File: src/rtl/multiport_adder_tree.sv
// Pipelined signed adder tree over NPORTS masked lanes, with per-beat accumulate
// mode and optional output saturation. Latency LEVELS+1, one beat per cycle.
module multiport_adder_tree #(
  parameter int unsigned NPORTS    = 3,
  parameter int unsigned WIDTH     = 19,
  parameter int unsigned OUT_WIDTH = WIDTH + $clog2(NPORTS) + 4,
  parameter bit          SATURATE  = 1'b0
) (
  input  logic                         clk,
  input  logic                         rst,
  input  logic                         port_iv,
  input  logic [NPORTS-1:0][WIDTH-1:0] port_id,
  input  logic [NPORTS-1:0]            port_mask,
  input  logic                         port_ilast,
  input  logic                         acc_en,
  output logic                         sum_ov,
  output logic [OUT_WIDTH-1:0]         sum_od,
  output logic                         sum_olast,
  output logic                         sum_osat
);

  localparam int unsigned LEVELS = $clog2(NPORTS);
  localparam int unsigned TREE_W = WIDTH + LEVELS;
  localparam int unsigned PAD    = 1 << LEVELS;

  localparam logic [OUT_WIDTH-1:0] SAT_MAX = {1'b0, {(OUT_WIDTH-1){1'b1}}};
  localparam logic [OUT_WIDTH-1:0] SAT_MIN = {1'b1, {(OUT_WIDTH-1){1'b0}}};

  if (NPORTS < 2) begin : g_bad_nports
    $error("multiport_adder_tree: NPORTS must be at least 2");
  end
  if (OUT_WIDTH < TREE_W) begin : g_bad_out_width
    $error("multiport_adder_tree: OUT_WIDTH must be at least WIDTH+LEVELS");
  end

  logic signed [TREE_W-1:0] lane [PAD];

  for (genvar i = 0; i < PAD; i++) begin : g_lane
    if (i < NPORTS) begin : g_real
      assign lane[i] = (port_iv && port_mask[i]) ? TREE_W'($signed(port_id[i])) : '0;
    end else begin : g_pad
      assign lane[i] = '0;
    end
  end

  // Heap-ordered tree: node 1 is the root, node n sums nodes 2n and 2n+1,
  // and nodes at the bottom level sum pairs of prepared lanes.
  logic signed [TREE_W-1:0] node_q [1:PAD-1];

  for (genvar n = 1; n < PAD; n++) begin : g_node
    if (2 * n >= PAD) begin : g_bottom
      always_ff @(posedge clk or posedge rst) begin
        if (rst) node_q[n] <= '0;
        else     node_q[n] <= lane[2*n-PAD] + lane[2*n+1-PAD];
      end
    end else begin : g_inner
      always_ff @(posedge clk or posedge rst) begin
        if (rst) node_q[n] <= '0;
        else     node_q[n] <= node_q[2*n] + node_q[2*n+1];
      end
    end
  end

  logic [LEVELS-1:0] vld_q, last_q, acc_q_en;

  always_ff @(posedge clk or posedge rst) begin
    if (rst) begin
      vld_q    <= '0;
      last_q   <= '0;
      acc_q_en <= '0;
    end else begin
      vld_q    <= (vld_q << 1) | LEVELS'(port_iv);
      last_q   <= (last_q << 1) | LEVELS'(port_ilast);
      acc_q_en <= (acc_q_en << 1) | LEVELS'(acc_en);
    end
  end

  logic                        t_vld, t_last, t_acc;
  logic signed [OUT_WIDTH-1:0] t_ext, acc_q, acc_sum;
  logic signed [OUT_WIDTH:0]   wide_sum;
  logic                        sticky_q, ovf;

  assign t_vld  = vld_q[LEVELS-1];
  assign t_last = last_q[LEVELS-1];
  assign t_acc  = acc_q_en[LEVELS-1];
  assign t_ext  = OUT_WIDTH'(node_q[1]);

  // One extra bit exposes overflow as a mismatch of the top two bits.
  always_comb begin
    wide_sum = (OUT_WIDTH+1)'(acc_q) + (OUT_WIDTH+1)'(t_ext);
    acc_sum  = wide_sum[OUT_WIDTH-1:0];
    ovf      = 1'b0;
    if (SATURATE && (wide_sum[OUT_WIDTH] != wide_sum[OUT_WIDTH-1])) begin
      ovf     = 1'b1;
      acc_sum = wide_sum[OUT_WIDTH] ? SAT_MIN : SAT_MAX;
    end
  end

  always_ff @(posedge clk or posedge rst) begin
    if (rst) begin
      acc_q     <= '0;
      sticky_q  <= 1'b0;
      sum_ov    <= 1'b0;
      sum_od    <= '0;
      sum_olast <= 1'b0;
      sum_osat  <= 1'b0;
    end else begin
      sum_ov    <= 1'b0;
      sum_olast <= 1'b0;
      sum_osat  <= 1'b0;
      if (t_vld) begin
        if (!t_acc) begin
          // Pass-through also abandons any open group.
          sum_od    <= t_ext;
          sum_ov    <= 1'b1;
          sum_olast <= 1'b1;
          acc_q     <= '0;
          sticky_q  <= 1'b0;
        end else if (!t_last) begin
          acc_q    <= acc_sum;
          sticky_q <= sticky_q | ovf;
        end else begin
          sum_od    <= acc_sum;
          sum_ov    <= 1'b1;
          sum_olast <= 1'b1;
          sum_osat  <= sticky_q | ovf;
          acc_q     <= '0;
          sticky_q  <= 1'b0;
        end
      end
    end
  end

endmodule

File: config.mk
export PLATFORM = sky130hd
export DESIGN_NAME = multiport_adder_tree
export DESIGN_NICKNAME = d
export VERILOG_FILES = /design/src/rtl/multiport_adder_tree.sv
export SDC_FILE = /design/constraint.sdc
export NUM_CORES = 1
export LEC_CHECK = 0
export ABC_CLOCK_PERIOD_IN_PS = 10200
export CAP_MARGIN = 20
export CORE_MARGIN = 2
export CORE_UTILIZATION = 30
export DETAILED_ROUTE_END_ITERATION = 10
export PLACE_DENSITY = 0.55
export SYNTH_ARGS = -nofsm -noshare
export SYNTH_HDL_FRONTEND = slang
export SYNTH_SLANG_ARGS = --single-unit
File: constraint.sdc
create_clock -name clk -period 10.2 [get_ports clk]
set_input_delay 1.53 -clock clk [delete_from_list [all_inputs] [get_ports clk]]
set_output_delay 1.53 -clock clk [all_outputs]
set_load 0.005 [all_outputs]
After elaboration in Yosys (flattened, before gate mapping)
Index checks and enable logic that the tools add are counted.
{"block": "classes", "n_addsub": 3, "multipliers": 0, "div": 0, "magnitude_cmp": 0, "n_eq_ne": 1, "shifts": 0, "mux": 15, "n_bitwise": 3, "reduce_logical": 4}
{"cell": "2-to-1 mux 25 bit", "n": 4}
{"cell": "2-to-1 mux 21 bit", "n": 3}
{"cell": "adder 21 bit", "n": 2}
{"cell": "adder 25 x 21 -> 25 bit", "n": 1}
{"cell": "2-to-1 mux 1 bit", "n": 8}
{"cell": "OR 2 x 1 -> 2 bit", "n": 3}
{"cell": "logical AND 1 bit", "n": 3}
{"cell": "inequality test 2 bit (second input constant)", "n": 1}
{"cell": "AND reduction 2 bit", "n": 1}
{"block": "totals", "ff_bits": 122, "latchBits": 0, "mem_bits_rw": 0, "rom_bits": 0, "inputBits": 65, "out_inout_bits": 28, "n_memories": 0}

Longest topological paths before layout
{"block": "logic_depth", "depth_word": 3, "mapped_depth": 12, "ltp_nobuf": 11}

Worst setup path before layout
OpenSTA, ideal clock, no wires.
{"block": "synth_path", "path_kind": "input-to-reg", "from": "input port port_iv", "to": "register node_q[41] (netlist bit)", "setup_time_ns": 0.065, "arrival_time_ns": 4.018, "required_time_ns": 10.135, "path_slack_ns": 6.117, "path_stages": 12, "n_path_buf": 1, "path_cell_list": "clkbuf_1 and3_1 ha_1 fa_1 a21o_1 a21oi_1 nor2b_1 o41ai_1 o41a_1 o311ai_1 a211o_1 nand2_1"}
{"block": "synth_via", "elab_chain_len": 3, "word_cells_on_any_way": 5, "classes_between": "add/sub: 1; mux: 2; reduce/logical: 2"}
{"element": "from (decl)", "line": "11", "text": "input logic port_iv,"}
{"element": "logical AND 1 bit", "line": "40", "text": "assign lane[i] = (port_iv && port_mask[i]) ? TREE_W'($signed(port_id[i])) : '0;"}
{"element": "2-to-1 mux 21 bit", "line": "40"}
{"element": "adder 21 bit (*)", "line": "54", "text": "else node_q[n] <= lane[2*n-PAD] + lane[2*n+1-PAD];"}
{"element": "to (signal, indexed assignment)", "line": "54"}
{"element": "to (decl)", "line": "48", "text": "logic signed [TREE_W-1:0] node_q [1:PAD-1];"}
Every way passes the cells marked *; elsewhere a longest branch is shown, timed or not.
A chain may end at the register's enable or synchronous reset.

Final worst setup path
{"block": "layout_path", "from": "input port port_mask[1]", "to": "register node_q[41] (netlist bit)"}
{"block": "layout_via", "elab_chain_len": 3}
{"element": "from (decl)", "line": "13", "text": "input logic [NPORTS-1:0] port_mask,"}
{"element": "logical AND 1 bit", "line": "40"}
{"element": "2-to-1 mux 21 bit", "line": "40"}
{"element": "adder 21 bit", "line": "54"}
No other way between the ends.

==> metrics <==
setup TNS=0 ns; post-route ant nets=0; sequential area share after synthesis=41.5%; Setup Fix Bufs, Post-CTS=0; register bit total from synthesis=118; Slowest-stage cell, CP=clkdlybuf4s50_1; fmax=215 MHz; post-detail-place hpwl=11.7 mm; minimum clock period=roughly 4.7 ns; Setup crit start kind=primary input; GPL Wtd Cong=0.826; Critical Path Max Stage Delay=just under 0.7 ns; chip width=158 µm; Final Total Pwr=1.47 mW; first-pass GRT wire length=between 20 and 30 mm; Clock transition at path regs=0.06 ns; pin count of the biggest net entering global routing=77; Port Buffers=between 90 and 100; CTS Buf Count=17; CTS Hold Bufs=0; Die Y=between 150 and 200 µm; initial antenna violation count=0; setup violators final=0; FP Rows=56; Crit. End Element=flop; design area=8950 µm²; max-slew violations=0; gr usage total=13.7%; # clock sinks=118; Placement Setup Slack=~5.1 ns; num ports=93; Post-synth ARST share=100%; Setup Skew=between 0.01 and 0.015 ns; Fillers=2412; MaxCap Viol Count=0; vias in the first global route=5417; share of the clock period used by the worst path=45.6%; total routed wirelength=about 16 mm; Slew HR=about 64%; Area growth syn-to-layout=25.8%; Worst Tran Pin Value=0.539 ns; Mapped Nets=between 800 and 900; CP top delay family=compound AO/OA/AOI/OAI gates; Critical Path RT=~11 ns; worst-skew pair later-pin latency=roughly 0.42 ns; maximum vdd drop=0.0000888 V; vias=~5.4k; crit path kind=in2reg; worst-path maximum fanout=19; Starting Density=between 30% and 40%; PnR worst setup slack=5.54 ns; DRT iter0 DRCs=268; Hold Crit Class=reg2reg; Die ar.=25000 µm²; Fin. Hold Viols=0; Synth Warn #=0; drt drc=0; CTS Buffer Depth=2; Core ar.=roughly 23000 µm²; EDFF count, synth=0; Buf+Inv Stages, Crit Path=1; synthesized area per cell=around 9.8 µm²; CTS tree=done; data arrival time of the worst path=5.01 ns; Post-synth top flop=dfrtp_1; Synth cell types=60; Mapped Area=about 7000 µm²; DP Area=8370 µm²; Gate Count Post-Synth=729; grt ovf=0; ant diodes=0; post-CTS sizing=0; RSZ-0062 raised after global routing=false; H-tree Lvls=4; DRT Pass-1 Iters=4; vias per inst=4.69; outcome=finished, final reports clean; Pwr Density=164 nW/µm²; Cell Chain, Critical Path=clkdlybuf4s50_1 -> and3_1 -> ha_1 -> fa_1 -> a21o_1 -> a21oi_1 -> nor2b_1 -> o41ai_1 -> o41a_1 -> o311ai_1 -> a211o_1 -> nand2_1; Nets=951; P_leak=4.36 nW; CTS Root Cell=clkbuf_16; DR WL/cell=13.8 µm; share of cells above drive strength 1=~5.8%
-- area by class of cell --
| class | instances | area (µm²) | share of cell area (%) |
|---|---|---|---|
| Clock buffer | 17 | 425 | 4.75 |
| Clock inverter | 14 | 130 | 1.45 |
| Inverter | 23 | 88.8 | 0.992 |
| Multi-Input combinational cell | 562 | 3970 | 44.4 |
| Sequential cell | 118 | 2950 | 33.0 |
| Tap cell | 319 | 399 | 4.46 |
| Timing Repair Buffer | 98 | 983 | 11.0 |
-- cell usage after synthesis, types with 9 or more instances --
| cell type | instances | area (µm²) |
|---|---|---|
| a21o_1 | 19 | 143 |
| a21oi_1 | 52 | 260 |
| a22o_1 | 14 | 123 |
| and3_1 | 67 | 419 |
| clkbuf_1 | 21 | 78.8 |
| dfrtp_1 | 118 | 2950 |
| ha_1 | 63 | 788 |
| inv_1 | 22 | 82.6 |
| mux2i_1 | 9 | 90.1 |
| nand2_1 | 49 | 184 |
| nand3_1 | 13 | 65.1 |
| nor2_1 | 47 | 176 |
| nor3_1 | 15 | 75.1 |
| o21a_1 | 12 | 90.1 |
| o21ai_0 | 20 | 100 |
| o21ai_1 | 20 | 100 |
| o21bai_1 | 10 | 75.1 |
| o2bb2ai_1 | 9 | 78.8 |
| xnor2_1 | 43 | 377 |
| xor2_1 | 12 | 105 |
-- path summary, 6_finish.rpt --
| kind | startpoint | to | slack [ns] | cells past startpoint |
|---|---|---|---|---|
| min in group asynchronous | rst | node_q[0]$_DFF_PP0_ | 1.49 | 2 |
| max in group asynchronous | rst | sum_olast$_DFF_PP0_ | 7.75 | 4 |
| worst max register to register | acc_q[0]$_DFFE_PP0P_ | sum_od[20]$_DFFE_PP0P_ | 7.30 | 11 |
| worst max-delay path | port_mask[1] | node_q[41]$_DFF_PP0_ | 5.54 | 12 |
| worst min-delay path | acc_q_en[0]$_DFF_PP0_ | acc_q_en[1]$_DFF_PP0_ | 0.35 | 0 |
| worst min register to register | acc_q_en[0]$_DFF_PP0_ | acc_q_en[1]$_DFF_PP0_ | 0.35 | 0 |
-- per-stage QoR --
stage          util [%]  hold slack [ns]  cells
2_1_floorplan         -            0.331    729
3_3_place_gp       35.8            0.336   1119
3_5_place_dp       35.8            0.336   1119
4_1_cts            38.1            0.348   1150
5_1_grt            38.3            0.351   1151
6_report           38.3            0.347   1151
-- flip-flops by register name, summed over array words and instances (netlist names) --
name	flops
node_q	61
sum_olast	1
acc_q_en	2
vld_q	2
acc_q	25
last_q	2
sum_od	25
-- where the power goes --
group / total (mW) / leakage (nW) / internal (mW) / switching [mW]
Combinational: 0.349 / 2.57 / 0.174 / 0.175
Sequential: 0.561 / 1.53 / 0.526 / 0.0354
Clock: 0.560 / 0.258 / 0.335 / 0.226
Total: 1.47 / 4.36 / 1.03 / 0.436
-- logic make-up after synthesis --
logic type | count (synthesis) | share of synthesized area, %
AOI/OAI and AO/OA | 210 | 20.1
xor gates and xnor gates | 55 | 6.77
adders and majority gates | 66 | 11.9
buffers and inverters | 49 | 2.71
DFF | 118 | 41.5
muxes | 9 | 1.27
other | 1 | 0.0527
and+or+nand+nor | 221 | 15.7
-- worst register-to-register path: stages (launching register included) --
cell and delay, ns:
dfrtp_1 0.35, ha_1 0.19, inv_1 0.06, fa_1 0.41, nor2b_1 0.16, o31a_1 0.25, o22ai_2 0.16, o311ai_1 0.54
a311oi_1 0.20, xnor2_1 0.27, a21oi_1 0.11, o21ai_1 0.12
-- routing by layer --
layer	wire length (µm)	global-route usage, %
met1	8030	18.7
met2	6960	21.3
met3	685	2.87
met4	183	5.19
met5	0	0
-- cells in the final DEF (no fill, tap or decap), drive strengths merged, types with 13 or more instances in the layout --
cell type,instances
ha,63
nand2,49
dfrtp,118
inv,25
clkdlybuf4s50,91
nor3,15
nor2,47
xnor2,43
clkbuf,17
o21ai,40
nand3,13
a22o,14
a21o,19
and3,67
a21oi,53
o21a,13
Note: power is estimated with default switching activity, not from simulation.
